--- config.mk ---
export PLATFORM = sky130hd
export DESIGN_NAME = ssd_scan_driver
export DESIGN_NICKNAME = d
export VERILOG_FILES = /design/src/rtl/ssd_pkg.sv /design/src/rtl/ssd_scan_driver_seg7_decode.sv /design/src/rtl/ssd_scan_driver.sv
export SDC_FILE = /design/constraint.sdc
export NUM_CORES = 1
export LEC_CHECK = 0
export BUFFER_PORTS_ARGS = -buffer_cell sky130_fd_sc_hd__buf_4
export CAP_MARGIN = 20
export CORE_MARGIN = 10
export CORE_UTILIZATION = 40
export CTS_CLUSTER_SIZE = 16
export DETAILED_ROUTE_END_ITERATION = 6
export GPL_TIMING_DRIVEN = 1
export HOLD_SLACK_MARGIN = 0.06
export PLACE_DENSITY = 0.59
export SYNTH_ARGS = -nofsm -noshare
export SYNTH_HDL_FRONTEND = slang
export SYNTH_SLANG_ARGS = --single-unit
--- constraint.sdc ---
create_clock -name clk -period 3 [get_ports clk]
set_input_delay 0.3 -clock clk [delete_from_list [all_inputs] [get_ports clk]]
set_output_delay 0.3 -clock clk [all_outputs]
set_load 0.02 [all_outputs]
--- src/rtl/ssd_pkg.sv ---
// Shared constants and types for the seven-segment scan driver.
// Patterns are active-low, ordered {g,f,e,d,c,b,a}.
package ssd_pkg;

    localparam logic [6:0] SEG_0     = 7'b1000000;
    localparam logic [6:0] SEG_1     = 7'b1111001;
    localparam logic [6:0] SEG_2     = 7'b0100100;
    localparam logic [6:0] SEG_3     = 7'b0110000;
    localparam logic [6:0] SEG_4     = 7'b0011001;
    localparam logic [6:0] SEG_5     = 7'b0010010;
    localparam logic [6:0] SEG_6     = 7'b0000010;
    localparam logic [6:0] SEG_7     = 7'b1111000;
    localparam logic [6:0] SEG_8     = 7'b0000000;
    localparam logic [6:0] SEG_9     = 7'b0010000;
    localparam logic [6:0] SEG_E     = 7'b0000110;
    localparam logic [6:0] SEG_MINUS = 7'b0111111;
    localparam logic [6:0] SEG_BLANK = 7'b1111111;

    localparam logic [3:0] ANODE_OFF = 4'b1111;

    typedef logic [1:0] digit_idx_t;

    localparam digit_idx_t IDX_ONE  = 2'd0;
    localparam digit_idx_t IDX_TEN  = 2'd1;
    localparam digit_idx_t IDX_HUN  = 2'd2;
    localparam digit_idx_t IDX_SIGN = 2'd3;

    // Active-low one-hot enable for a digit position.
    function automatic logic [3:0] anode_for(input digit_idx_t idx);
        logic [3:0] an;
        an = ANODE_OFF;
        an[idx] = 1'b0;
        return an;
    endfunction

endpackage

--- src/rtl/ssd_scan_driver_seg7_decode.sv ---
// BCD code to active-low seven-segment pattern.
// Codes 10-15 are shown as "E".
module seg7_decode
    import ssd_pkg::*;
(
    input  logic [3:0] code,
    output logic [6:0] seg
);

    always_comb begin
        seg = SEG_E;
        case (code)
            4'd0:    seg = SEG_0;
            4'd1:    seg = SEG_1;
            4'd2:    seg = SEG_2;
            4'd3:    seg = SEG_3;
            4'd4:    seg = SEG_4;
            4'd5:    seg = SEG_5;
            4'd6:    seg = SEG_6;
            4'd7:    seg = SEG_7;
            4'd8:    seg = SEG_8;
            4'd9:    seg = SEG_9;
            default: seg = SEG_E;
        endcase
    end

endmodule

--- src/rtl/ssd_scan_driver.sv ---
// Four-digit common-anode scan driver: sign, hundreds, tens, ones.
// Define SSD_LZ_BLANK_EN for leading-zero blanking and "-0" suppression.
module ssd_scan_driver
    import ssd_pkg::*;
#(
    parameter int REFRESH_BITS = 18,
    parameter int NUM_DIGITS   = 4
) (
    input  logic       clk,
    input  logic       rst,
    input  logic       load,
    input  logic       sign,
    input  logic [3:0] hundreds,
    input  logic [3:0] tens,
    input  logic [3:0] ones,
    output logic [3:0] anode,
    output logic [6:0] seg,
    output logic       dp,
    output logic       frame_done
);

    generate
        if (NUM_DIGITS != 4) begin : g_bad_digits
            $error("ssd_scan_driver supports exactly 4 digits");
        end
    endgenerate

    localparam logic [REFRESH_BITS-1:0] CNT_ONE =
        {{(REFRESH_BITS-1){1'b0}}, 1'b1};

    logic [REFRESH_BITS-1:0] cnt_q, cnt_d;
    digit_idx_t              idx_q, idx_d;
    logic                    h_sign_q, h_sign_d;
    logic [3:0]              h_hun_q, h_hun_d;
    logic [3:0]              h_ten_q, h_ten_d;
    logic [3:0]              h_one_q, h_one_d;
    logic [3:0]              anode_q, anode_d;
    logic [6:0]              seg_q, seg_d;
    logic                    frame_done_q, frame_done_d;

    logic       wrap;
    logic [3:0] digit_code;
    logic       digit_blank;
    logic [6:0] dec_seg;
    logic       lz_hun;
    logic       lz_ten;
    logic       show_minus;

    assign wrap = &cnt_q;

`ifdef SSD_LZ_BLANK_EN
    assign lz_hun     = (h_hun_q == 4'd0);
    assign lz_ten     = lz_hun && (h_ten_q == 4'd0);
    assign show_minus = h_sign_q && !(lz_ten && (h_one_q == 4'd0));
`else
    assign lz_hun     = 1'b0;
    assign lz_ten     = 1'b0;
    assign show_minus = h_sign_q;
`endif

    always_comb begin
        cnt_d    = cnt_q + CNT_ONE;
        idx_d    = wrap ? idx_q + 2'd1 : idx_q;
        h_sign_d = h_sign_q;
        h_hun_d  = h_hun_q;
        h_ten_d  = h_ten_q;
        h_one_d  = h_one_q;
        if (load) begin
            h_sign_d = sign;
            h_hun_d  = hundreds;
            h_ten_d  = tens;
            h_one_d  = ones;
        end
    end

    always_comb begin
        digit_code  = h_one_q;
        digit_blank = 1'b0;
        unique case (idx_q)
            IDX_ONE: digit_code = h_one_q;
            IDX_TEN: begin
                digit_code  = h_ten_q;
                digit_blank = lz_ten;
            end
            IDX_HUN: begin
                digit_code  = h_hun_q;
                digit_blank = lz_hun;
            end
            default: digit_code = 4'd0;
        endcase
    end

    seg7_decode u_dec (
        .code (digit_code),
        .seg  (dec_seg)
    );

    // Outputs reflect the pre-edge index and held digits.
    always_comb begin
        anode_d      = anode_for(idx_q);
        frame_done_d = wrap && (idx_q == IDX_SIGN);
        if (idx_q == IDX_SIGN) begin
            seg_d = show_minus ? SEG_MINUS : SEG_BLANK;
        end else if (digit_blank) begin
            seg_d = SEG_BLANK;
        end else begin
            seg_d = dec_seg;
        end
    end

    always_ff @(posedge clk) begin
        if (!rst) begin
            cnt_q        <= '0;
            idx_q        <= IDX_ONE;
            h_sign_q     <= 1'b0;
            h_hun_q      <= 4'd0;
            h_ten_q      <= 4'd0;
            h_one_q      <= 4'd0;
            anode_q      <= ANODE_OFF;
            seg_q        <= SEG_BLANK;
            frame_done_q <= 1'b0;
        end else begin
            cnt_q        <= cnt_d;
            idx_q        <= idx_d;
            h_sign_q     <= h_sign_d;
            h_hun_q      <= h_hun_d;
            h_ten_q      <= h_ten_d;
            h_one_q      <= h_one_d;
            anode_q      <= anode_d;
            seg_q        <= seg_d;
            frame_done_q <= frame_done_d;
        end
    end

    assign anode      = anode_q;
    assign seg        = seg_q;
    assign dp         = 1'b1;
    assign frame_done = frame_done_q;

endmodule

# After elaboration in Yosys (flattened, before gate mapping)
# Memories as Yosys holds them, arrays and structs flattened.
# Cells that the tools add are included.
[op_classes] add_sub_neg=2 eq_ne=3 n_reduce_logical=4 n_mux=5 n_lt_le_gt_ge=2 bitwise=1
[ops] cell="$add 18x1->18 const B" count=1
[ops] cell="$reduce_and 18->1" count=1
[ops] cell="$mux 7" count=2
[ops] cell="$pmux 4 s3" count=1
[ops] cell="$eq 2x2->1 const B" count=2
[ops] cell="$not 4->4" count=1
[ops] cell="$lt 2x3->1 const B" count=1
[ops] cell="$add 2x1->2 const B" count=1
[ops] cell="$demux 1 s2" count=1
[ops] cell="$eq 2x1->1 const B" count=1
[ops] cell="$ge 2x1->1 const B" count=1
[ops] cell="$logic_and 1x1->1" count=2
[ops] cell="$logic_not 2->1" count=1
[ops] cell="$mux 1" count=1
[totals] word_cells=27 romBits=112 regBits=45 mem_count=1
[memory_table] memory="(no name shown)" depth=16 width=7 read_ports=1 rd_clocked_by_memory_dff=0 write_ports=0 line_no="ssd_scan_driver_seg7_decode.sv:12" rtl="case (code)"

# Logic depth before layout (Yosys ltp)
# Gate-level depths: netlist (run 1).
[depth] ltp_word=5 mapped_depth=9

# Modules after synthesis
# A second synthesis (run 1) with hierarchy kept.
[hier_totals] hier_cells=211 hier_area_um2=2009.4
[modules_own_cells] module="ssd_scan_driver" seq_area_each_um2=900.9 area_each_um2=1823.0 cells_each=184 n_inst=1
[modules_own_cells] module="seg7_decode" seq_area_each_um2=0.0 area_each_um2=186.4 cells_each=27 n_inst=1

# Worst setup path before layout (run 1)
# No wires, ideal clock.
[synth_timing] kind="register -> register" startpoint="register idx_q[0]" endpoint="register seg_q[5] (netlist: seg[5])" required_time_ps=2865 t_arrival_ps=1761 slack_ps=1104 stages_incl_launch_ff=9 path_cell_list="dfxtp_1 > inv_1 > ha_1 > a222oi_1 > or2_2 > inv_1 > ha_1 > o21ai_0 > o21ai_0"
[synth_via] elab_chain_len=4
[synth_lines] element="start, declared" line_no="ssd_scan_driver.sv:32" rtl="digit_idx_t idx_q, idx_d;"
[synth_lines] element="start signal, assigned" line_no="ssd_scan_driver.sv:124" rtl="idx_q <= idx_d;"
[synth_lines] element="$eq 2x2->1 (tied with other cells)" line_no="ssd_scan_driver.sv:79" rtl="unique case (idx_q)"
[synth_lines] element="$pmux 4 s3" line_no="ssd_scan_driver.sv:79"
[synth_lines] element="$mem_v2 16x7"
[synth_lines] element="$mux 7 (*)" line_no="ssd_scan_driver.sv:102" rtl="if (idx_q == IDX_SIGN) begin"
[synth_lines] element="end signal, assigned" line_no="ssd_scan_driver.sv:130" rtl="seg_q <= seg_d;"
[synth_lines] element="end, declared" line_no="ssd_scan_driver.sv:38" rtl="logic [6:0] seg_q, seg_d;"
# Mark *: on every way between the ends. The rest lies on a longest branch, timed or not.
# A chain may end at the register's enable or synchronous reset.

# Worst setup path after layout (run 1)
# Same ends and word-level chain as after synthesis.

==> results.md, run 1 <==
- Clock Tree Root: clkbuf_8
- R2r startpoint: idx_q[0]
- Unrepaired setup endpoints after global routing: false
- Hold path startpoint: sign
- Final Hold Vio Count: 0
- Yosys warning count: 0
- Async S/R FF share, synth: 0
- Max Clk Rate: 456 MHz
- Clock slew seen by the registers of the worst setup and hold paths: 0.09 ns
- Slew @ Worst Pin: 0.524 ns
- Via/cell ratio: 4.77
- Nets: 258
- Max Clock Skew: 0.00679 ns
- Total wire length: 3710 um
- Worst hold path cell count: 3
- Critical-path top delay cell: a222oi_1
- Initial Util: 0.421
- Ys flop type: dfxtp_1
- Setup crit start kind: register
- Most frequent cell after synthesis: dfxtp_1
- Vias in the first global route: 1,450
- Total congestion overflow: 0
- Num Clock Sinks: 45
- Tmin final: 2.19 ns
- Initial antenna violation count: 0
- Most frequent cells after synthesis: 45 x dfxtp_1, 21 x mux2i_1, 18 x nand2_1, 16 x nor2b_1, 13 x and2_1
- Longest Clk Path Bufs: 2
- Slowest Stage Delay on Critical Path: 0.54 ns
- H-tree lvl count: 2
- DRC viols: 0
- WHS Endpoint: h_sign_q
- Status: complete, no violations
- Total Routing Usage GR: 0.0951
- Area leader, netlist: dfxtp_1
- Worst reg2reg path depth: 8
- DR WL/cell: 12.4 um
- Syn avg cell area: 9.89 sq um
- Crit end category: register
- Area growth syn-to-layout: 17.1%
- FF-to-FF End: seg[5]
- Core Area: 4820 sq um
- Worst-Skew Late Latency: 0.29 ns
- Number of setup buffers added after CTS: 0
- Yosys top cell area share: 0.444
- Post-synth EDFFs: 0
- Drt first pass iters: 6
- Fin Setup TNS: 0 ns
- Largest net degree at the start of global routing: 45
- R2R setup slack: 0.81 ns
- Final slew viol count: 0
- Pwr Density: 471 nW/um^2
- CP arrival: 2.35 ns
- Layout cell share with drive strength beyond 1: 0.185
- Die X: 91.2 um
- Post-synthesis cell area: 2030 sq um
- CP Data Required Time: 3.16 ns
- Post-CTS resize count: 0
- FF+latch count, synth: 45
- Worst slew margin: 0.651
- Syn_nets: 231
- CTS tree: done
- Core Rows: 25
- Clock buffer count from CTS: 5
- Worst Hold Class: in2reg
- Number of max-cap violations: 0
- Crit path kind: reg2reg
- Synth unique cells: 31
- Boundary Pins: 29
- Port-buffer cells: 27
- DP Wirelength: 2730 um
- DR vias: 1,431
- Leakage power: 1.08 nW
- Crit-path cells: inv_1 > ha_1 > a222oi_1 > or2_2 > inv_1 > ha_1 > o21ai_0 > o21ai_0
- # setup viols final: 0
- Peak fanout along the critical path: 6
- Hold WS: 0.257 ns
- Tcrit/Tclk final: 0.731
- Die ar.: 8320 sq um
- DR iter-0 viols: 67
- Worst vdd ir: 317 uV
- Ant diodes: 0
- Register area share after synthesis: 0.444
- CTS Hold Bufs: 0
- Final ANT Viol Nets: 0
- First-pass GRT wire length: 6720 um
- Routability cong.: 0.758
- Vert. Die Dim: 91.2 um
- Cell count after synthesis: 205
- Leading cell types by total area after synthesis: dfxtp_1 44%, mux2i_1 10%, ha_1 6.2%
-- power breakdown --
part | total (mW) | switching, mW | leakage (nW) | internal [mW]
combinational | 0.110 | 0.0560 | 0.665 | 0.0543
sequential | 0.633 | 0.0130 | 0.369 | 0.620
clock | 0.374 | 0.209 | 0.0481 | 0.165
total | 1.12 | 0.278 | 1.08 | 0.840
-- cell families (layout without fill, tap and decap cells) --
family	after synthesis	after routing	share of synthesized area
DFF	45	45	0.444
AOI/OAI and AO/OA	15	15	0.0500
xor gates and xnor gates	13	13	0.0561
muxes	21	21	0.104
adders and majority gates	10	10	0.0617
and+or+nand+nor	83	83	0.247
buffers and inverters	17	45	0.0358
other	1	1	0.00185
-- area by class of cell --
type	count	area [sq um]
Inverter	9	33.8
Clock buffer	5	68.8
Sequential cell	45	901
Clock inverter	3	22.5
Tap cell	67	83.8
Timing Repair Buffer	28	210
Fill cell	494	2440
Multi-Input combinational cell	143	1050
-- critical path, delay by kind of cell (launching register included) --
family / cells / cell delay (ns)
compound gates: 3 / 0.79
simple gates: 1 / 0.24
fa+ha+maj: 2 / 0.48
buf+inv: 2 / 0.15
flops: 1 / 0.39
-- registers in the layout, summed over array words and instances, names as in the netlist --
register and cells:
anode 4, cnt_q 18, frame_done 1, h_hun_q 4, h_one_q 4, h_sign_q 1
h_ten_q 4, idx_q 2, seg 7
-- worst max path at each step --
| stage | from | to | slack [ns] | cells after the start |
|---|---|---|---|---|
| after floorplan | idx_q[0] | seg[5] | 1.10 | 8 |
| after global placement | idx_q[0] | seg[5] | 0.93 | 8 |
| after detailed placement | idx_q[0] | seg[5] | 0.80 | 8 |
| after CTS | idx_q[0] | seg[5] | 0.77 | 8 |
| after global routing | idx_q[0] | seg[3] | 0.57 | 8 |
| final | idx_q[0] | seg[5] | 0.81 | 8 |
-- through the flow --
step           utilization  area (sq um)  setup WS [ns]  total power, mW  cells
3_5_place_dp         0.474          2280          0.803            0.759    292
5_1_grt              0.493          2370          0.565             1.18    300
2_1_floorplan            -          2030           1.10            0.716    205
3_3_place_gp         0.474          2280          0.927            0.760    292
4_1_cts              0.493          2370          0.771             1.13    300
6_report             0.493          2370          0.808             1.12    300
-- placed cells by master (no fill, tap or decap), types with 7 or more instances in the layout --
cell     count
buf_4       28
xnor2_1      7
inv_1        9
dfxtp_1     45
nor2b_1     16
mux2i_1     21
ha_1        10
nand3_1      8
nand2_1     18
and2_1      13
-- per-layer routing --
metal  share of wire  vias to the layer above  track usage
met5               0                        -            0
li1                -                      749            -
met3           0.074                        5       0.0370
met4           0.010                        0       0.0313
met2            0.40                       35        0.135
met1            0.51                      642        0.127
Power figures use the tool's default switching activity.
==> run 2: changes to the inputs <==
--- a/config.mk
+++ b/config.mk
@@ -5,6 +5,7 @@
 export SDC_FILE = /design/constraint.sdc
 export NUM_CORES = 1
 export LEC_CHECK = 0
+export ABC_AREA = 1
 export BUFFER_PORTS_ARGS = -buffer_cell sky130_fd_sc_hd__buf_4
 export CAP_MARGIN = 20
 export CORE_MARGIN = 10
@@ -13,7 +14,7 @@
 export DETAILED_ROUTE_END_ITERATION = 6
 export GPL_TIMING_DRIVEN = 1
 export HOLD_SLACK_MARGIN = 0.06
-export PLACE_DENSITY = 0.59
+export PLACE_DENSITY = 0.61
 export SYNTH_ARGS = -nofsm -noshare
 export SYNTH_HDL_FRONTEND = slang
 export SYNTH_SLANG_ARGS = --single-unit
==> constraint.sdc (replaced) <==
create_clock -name clk -period 2.01 [get_ports clk]
set_input_delay 0.201 -clock clk [delete_from_list [all_inputs] [get_ports clk]]
set_output_delay 0.201 -clock clk [all_outputs]
set_load 0.02 [all_outputs]
==> run 2 against run 1 <==
Effect of this change:
- clock skew shrank 0.00075 ns
- utilization grew 0.47 points
- flip-flop and latch count is the same
- synthesized cell count grew 34%
- hold slack lost 0.14 ns
- global-route usage grew 0.66 points
- critical path depth grew 2
- setup slack lost 0.58 ns
- sequential power grew 50%
- synthesized area is essentially flat
- die area is essentially flat
- first-iteration DRC count shrank 46%
- critical endpoint unchanged
- highest routed layer unchanged
==> results.md, run 2 <==
- Status: complete, no violations
- DR vias: 1,696 (+19%)
- Setup crit start kind: register
- FF-to-FF End: seg[5]
- Psw: 432 uW (+56%)
- Most frequent cell after synthesis: nand2_1
- Largest net degree at the start of global routing: 28 (-38%)
- CP Data Required Time: 2.20 ns (-0.96 ns)
- Vert. Die Dim: 91.2 um (about the same)
- Longest Clk Path Bufs: 2 (unchanged)
- DP Cell Count: 363 (+24%)
- Post-synthesis cell area: 2030 sq um (about the same)
- Unrepaired setup endpoints after global routing: false
- Reg area: 901 sq um (unchanged)
- First-pass GRT wire length: 7160 um (+6.5%)
- Most frequent cells in the layout: 59 x nand2_1, 54 x nor2_1, 45 x dfxtp_1, 28 x buf_4, 23 x inv_1
- FF+latch count, synth: 45 (unchanged)
- Leakage power: 1.05 nW (-3.2%)
- Post-synth EDFFs: 0 (unchanged)
- DR WL/cell: 11.0 um (-11%)
- Synth Area in XOR/XNOR: 0.00863 (-0.0475)
- Pint: 1.37 mW (+64%)
- Nets: 329 (+28%)
- R2r startpoint: idx_q[0]
- Yosys warning count: 0 (unchanged)
- Sequential share of power: 0.524 (-0.042)
- Max Clk Rate: 562 MHz (+23%)
- Worst Hold Class: in2reg
- Non-filler cells, final: 371 (+24%)
- CTS tree: done
- Routability cong.: 0.768 (+1.2%)
- Post-synthesis adder-cell area fraction: 0.0617 (about the same)
- Ys flop type: dfxtp_1
- Vias in the first global route: 1,660 (+14%)
- Area growth syn-to-layout: 18.1%
- Mux cell area share after synthesis: 0 (-0.104)
- Cell count after synthesis: 275 (+34%)
- Syn avg cell area: 7.38 sq um (-25%)
- Comb power frac: 0.094 (-0.005)
- Pwr Density: 753 nW/um^2 (+60%)
- Initial Util: 0.421 (about the same)
- Synth Area in Compound Gates: 0.0882 (+0.0382)
- Worst-Skew Late Latency: 0.30 ns (about the same)
- Layout fillers: 512 (+3.6%)
- Tmin final: 1.78 ns (-0.411 ns)
- CTS Hold Bufs: 0 (unchanged)
- Hold path startpoint: tens[2]
- Die X: 91.2 um (about the same)
- Drt first pass iters: 6 (unchanged)
- Clock Tree Root: clkbuf_8
- Num Clock Sinks: 45 (unchanged)
- Die ar.: 8320 sq um (about the same)
- Core Area: 4820 sq um (unchanged)
- Post-CTS resize count: 0 (unchanged)
- WHS Endpoint: h_ten_q[2]
- Worst reg2reg path depth: 10 (+2)
- Worst hold path cell count: 3 (unchanged)
- Switching Share: 0.239 (-0.00937)
- Syn_nets: 301 (+30%)
- Yosys top cell area share: 0.444 (about the same)
- Via/cell ratio: 4.57 (-4.2%)
- Final Cell Area: 2400 sq um (+0.95%)
- H-tree lvl count: 2 (unchanged)
- Async S/R FF share, synth: 0 (unchanged)
- Number of setup buffers added after CTS: 0 (unchanged)
- Worst vdd ir: 335 uV (+6.0%)
- Boundary Pins: 29 (unchanged)
- Final slew viol count: 0 (unchanged)
- Most frequent cells after synthesis: 59 x nand2_1, 54 x nor2_1, 45 x dfxtp_1, 23 x inv_1, 19 x o21ai_0
- DR iter-0 viols: 36 (-46%)
- Final worst slack: 0.229 ns (-0.579 ns)
- Core Util, Final: 0.498 (+0.00467)
- Fin Setup TNS: 0 ns (unchanged)
- Layout cell share with drive strength beyond 1: 0.174 (-0.0102)
- Area leader, netlist: dfxtp_1
- Port-buffer cells: 27 (unchanged)
- CP arrival: 1.97 ns (-0.38 ns)
- Initial antenna violation count: 0 (unchanged)
- Total power: 1.81 mW (+62%)
- Commonest non-fill, non-tap cell in the layout: nand2_1
- R2R setup slack: 0.23 ns (-0.58 ns)
- Synth unique cells: 28 (-9.7%)
- Leading cell types by total area after synthesis: dfxtp_1 44%, nand2_1 11%, nor2_1 10%
- Final Hold Vio Count: 0 (unchanged)
- Total congestion overflow: 0 (unchanged)
- Combinational family with the most area after synthesis: simple AND/OR/NAND/NOR gates
- Number of max-cap violations: 0 (unchanged)
- Simple logic cell fraction of the synthesized area: 0.331 (+0.0843)
- Tcrit/Tclk final: 0.886 (+0.155)
- Area after DPL: 2280 sq um (about the same)
- Pre-CTS setup slack: 0.226 ns (-0.578 ns)
- # setup viols final: 0 (unchanged)
- Power share of the clock group: 0.381 (+0.046)
- Peak fanout along the critical path: 5 (-1)
- Multi-input gate area: 997 sq um (-5.5%)
- Clock slew seen by the registers of the worst setup and hold paths: 0.09 ns (about the same)
- Core Rows: 25 (unchanged)
- Crit path kind: reg2reg
- DP Wirelength: 3120 um (+14%)
- Final ANT Viol Nets: 0 (unchanged)
- Crit end category: register
- Hold WS: 0.117 ns (-0.140 ns)
- Clock buffer count from CTS: 5 (unchanged)
- Max Clock Skew: 0.00604 ns (-0.000755 ns)
- Ant diodes: 0 (unchanged)
- Register area share after synthesis: 0.444 (about the same)
- Total wire length: 4080 um (+9.9%)
- DRC viols: 0 (unchanged)
- Max FFs per register: 18 (unchanged)
- Top reg by flops: cnt_q
- Total Routing Usage GR: 0.102 (+0.00659)
-- run 2: per-layer routing --
metal,vias to the layer above,GRT usage,wire length (um)
met2,25,0.181,2010
met1,742,0.108,1790
met5,-,0,0
met4,0,0.0392,57
met3,7,0.0354,214
li1,922,-,-
-- run 2: cells by family (layout without fill, tap and decap cells) --
group | after synthesis | count (layout)
AND/OR/NAND/NOR | 152 | 152
flip-flops | 45 | 45
AO/OA/AOI/OAI | 34 | 34
buffers and inverters | 31 | 60
adder cells (fa/ha/maj) | 10 | 10
XOR/XNOR | 2 | 2
other | 1 | 1
-- run 2: worst max path at each step --
stage | from | slack [ns] | end | cells past startpoint
after floorplan | idx_q[0] | 0.37 | seg[5] | 10
after global placement | idx_q[0] | 0.27 | seg[5] | 10
after detailed placement | idx_q[0] | 0.23 | seg[5] | 10
after CTS | idx_q[0] | 0.21 | seg[5] | 10
after global routing | idx_q[0] | 0.01 | seg[4] | 11
final | idx_q[0] | 0.23 | seg[5] | 10
-- run 2: worst max-delay path, stage by stage, from the launching register on --
cell	delay, ns
dfxtp_1	0.38
inv_1	0.09
ha_1	0.27
nand2_1	0.09
nand3_1	0.08
nand2_1	0.14
inv_1	0.09
ha_1	0.19
or2_1	0.23
nand3_1	0.07
nand2_1	0.05
-- run 2: power groups by stage --
stage | Clock, mW | Combinational (mW) | Sequential [mW]
floorplan | 0 | 0.0909 | 0.983
global placement | 0 | 0.172 | 0.969
detailed placement | 0 | 0.173 | 0.968
CTS | 0.707 | 0.174 | 0.947
global route | 0.752 | 0.194 | 0.952
finish | 0.688 | 0.171 | 0.947
-- run 2: cell type report --
type / instances / share of cell area
tap: 67 / 0.0350
clock buffer: 5 / 0.0287
clock inverter: 3 / 0.0193
multi-input combinational: 199 / 0.416
timing repair buffer: 28 / 0.0877
inverter: 24 / 0.0376
sequential: 45 / 0.376
==> run 3: changes to the inputs <==
--- a/config.mk
+++ b/config.mk
@@ -5,7 +5,6 @@
 export SDC_FILE = /design/constraint.sdc
 export NUM_CORES = 1
 export LEC_CHECK = 0
-export ABC_AREA = 1
 export BUFFER_PORTS_ARGS = -buffer_cell sky130_fd_sc_hd__buf_4
 export CAP_MARGIN = 20
 export CORE_MARGIN = 10
==> run 3 against run 2 <==
Effect of this change:
- routed wire length is 4.2% lower
- clock skew rose by 0.0018 ns
- final cell count shrank 16%
- critical path depth is 2 lower
- critical endpoint is now seg[2]
==> results.md, run 3 (synthesis results as in run 1) <==
- Status: complete, no violations
- Clock buffer count from CTS: 5 (unchanged)
- Core Area: 4820 sq um (unchanged)
- Leakage power: 1.14 nW (+8.6%)
- Total wire length: 3900 um (-4.2%)
- Critical-path top delay cell: a222oi_1
- Number of max-cap violations: 0 (unchanged)
- Total congestion overflow: 0 (unchanged)
- Worst vdd ir: 445 uV (+33%)
- Slew @ Worst Pin: 0.523 ns
- Largest net degree at the start of global routing: 32 (+14%)
- Largest delay contributor family on the critical path: compound AO/OA/AOI/OAI gates
- Via/cell ratio: 4.70 (+2.8%)
- Setup crit start kind: register
- Most frequent cells in the layout: 43 x dfxtp_1, 38 x buf_4, 21 x mux2i_1, 18 x nand2_1, 16 x nor2b_1
- Peak fanout along the critical path: 4 (-1)
- # setup viols final: 0 (unchanged)
- Max Clk Rate: 533 MHz (-5.2%)
- Ant diodes: 0 (unchanged)
- Crit-path cells: inv_1 > ha_2 > a222oi_1 > or2_4 > inv_1 > ha_1 > a21oi_1 > o21ai_0
- Worst Hold Class: in2reg
- Most frequent CP cell: inv_1
- R2r startpoint: idx_q[1]
- Drt first pass iters: 4 (-2)
- DR iter-0 viols: 45 (+25%)
- Worst slew margin: 0.651
- Hold path startpoint: tens[3]
- Crit end category: register
- Tmin final: 1.88 ns (+0.0967 ns)
- Worst path bufs/invs: 2 (unchanged)
- DP Wirelength: 2890 um (-7.3%)
- Initial antenna violation count: 0 (unchanged)
- Tcrit/Tclk final: 0.934 (+0.0481)
- Commonest non-fill, non-tap cell in the layout: dfxtp_1
- CP startpoint: idx_q[1]
- Max Clock Skew: 0.00783 ns (+0.00179 ns)
- Layout cell share with drive strength beyond 1: 0.254 (+0.0798)
- Area after DPL: 2320 sq um (+1.7%)
- Core Rows: 25 (unchanged)
- H-tree lvl count: 2 (unchanged)
- Worst-Skew Late Latency: 0.31 ns (about the same)
- Crit path kind: reg2reg
- Final Cell Area: 2500 sq um (+4.1%)
- CP arrival: 2.05 ns (+0.08 ns)
- Num Clock Sinks: 45 (unchanged)
- Layout fillers: 479 (-6.4%)
- DRC viols: 0 (unchanged)
- Initial Util: 0.421 (about the same)
- Clock Tree Root: clkbuf_8
- Multi-input gate area: 1080 sq um (+8.7%)
- Reg area: 903 sq um (+0.28%)
- Core Util, Final: 0.518 (+0.0205)
- Final Hold Vio Count: 0 (unchanged)
- CP Data Required Time: 2.18 ns (-0.02 ns)
- Vias in the first global route: 1,432 (-14%)
- DR vias: 1,461 (-14%)
- CTS tree: done
- Die ar.: 8320 sq um (about the same)
- Die X: 91.2 um (about the same)
- Longest Clk Path Bufs: 2 (unchanged)
- Vert. Die Dim: 91.2 um (about the same)
- Port-buffer cells: 27 (unchanged)
- Routability cong.: 0.777 (+1.2%)
- Clock slew seen by the registers of the worst setup and hold paths: 0.09 ns (about the same)
- First-pass GRT wire length: 6640 um (-7.2%)
- Final slew viol count: 0 (unchanged)
- Nets: 269 (-18%)
- Area growth syn-to-layout: 23.1%
- Final ANT Viol Nets: 0 (unchanged)
- Pwr Density: 683 nW/um^2 (-9.3%)
- DR WL/cell: 12.5 um (+14%)
- Boundary Pins: 29 (unchanged)
- Slowest Stage Delay on Critical Path: 0.40 ns (+0.02 ns)
- Top reg by flops: cnt_q
- Total Routing Usage GR: 0.0958 (-0.00591)
- Max FFs per register: 18 (unchanged)
==> run 3: worst paths after layout <==
kind	to	slack [ns]	depth (start not counted)
max	seg[2]	0.13	8
min	h_ten_q[3]	0.15	3
max reg2reg	seg[2]	0.13	8
min reg2reg	cnt_q[0]	0.48	1
==> run 3: per-stage QoR <==
| step | total power, mW | hold WS [ns] | setup slack [ns] | TNS, ns | cells |
|---|---|---|---|---|---|
| 2_1_floorplan | 1.07 | 0.353 | 0.114 | 0 | 205 |
| 3_3_place_gp | 1.13 | 0.456 | 0.107 | 0 | 297 |
| 3_5_place_dp | 1.14 | 0.463 | 0.0323 | 0 | 297 |
| 4_1_cts | 1.72 | 0.144 | 0.0208 | 0 | 305 |
| 5_1_grt | 1.79 | 0.156 | -0.0248 | -0.0248 | 311 |
| 6_report | 1.71 | 0.146 | 0.133 | 0 | 311 |
==> run 3: area by class of cell <==
cell class	count	share of cell area
clock buffer	5	0.0276
clock inverter	3	0.0105
inverter	9	0.0135
multi-input combinational	143	0.434
sequential	45	0.362
tap	67	0.0336
timing repair buffer	39	0.119
==> run 3: layer usage <==
layer / vias up / share of wire / global-route usage
met5: - / 0 / 0
met1: 665 / 0.49 / 0.117
li1: 767 / - / -
met2: 23 / 0.44 / 0.148
met4: 0 / 0.017 / 0.0392
met3: 6 / 0.046 / 0.0354
==> run 3: timing repair <==
item,CTS,global route
gates resized for setup,0,13
buffers inserted,0,5
endpoints found under the setup margin,0,7
hold buffers,0,0
hold endpoints to repair,0,0
==> run 3: worst reg2reg max path, delay by kind of cell, from the launching register on <==
family          cells  cell delay, ns
compound gates      3            0.62
fa+ha+maj           2            0.40
flops               1            0.35
simple gates        1            0.23
buf+inv             2            0.14
==> run 3: where the power goes <==
part	leakage, nW	total [mW]	internal, mW	switching [mW]
clock network	0.0487	0.582	0.253	0.328
logic	0.719	0.179	0.0925	0.0864
registers	0.370	0.945	0.925	0.0192
total	1.14	1.71	1.27	0.434
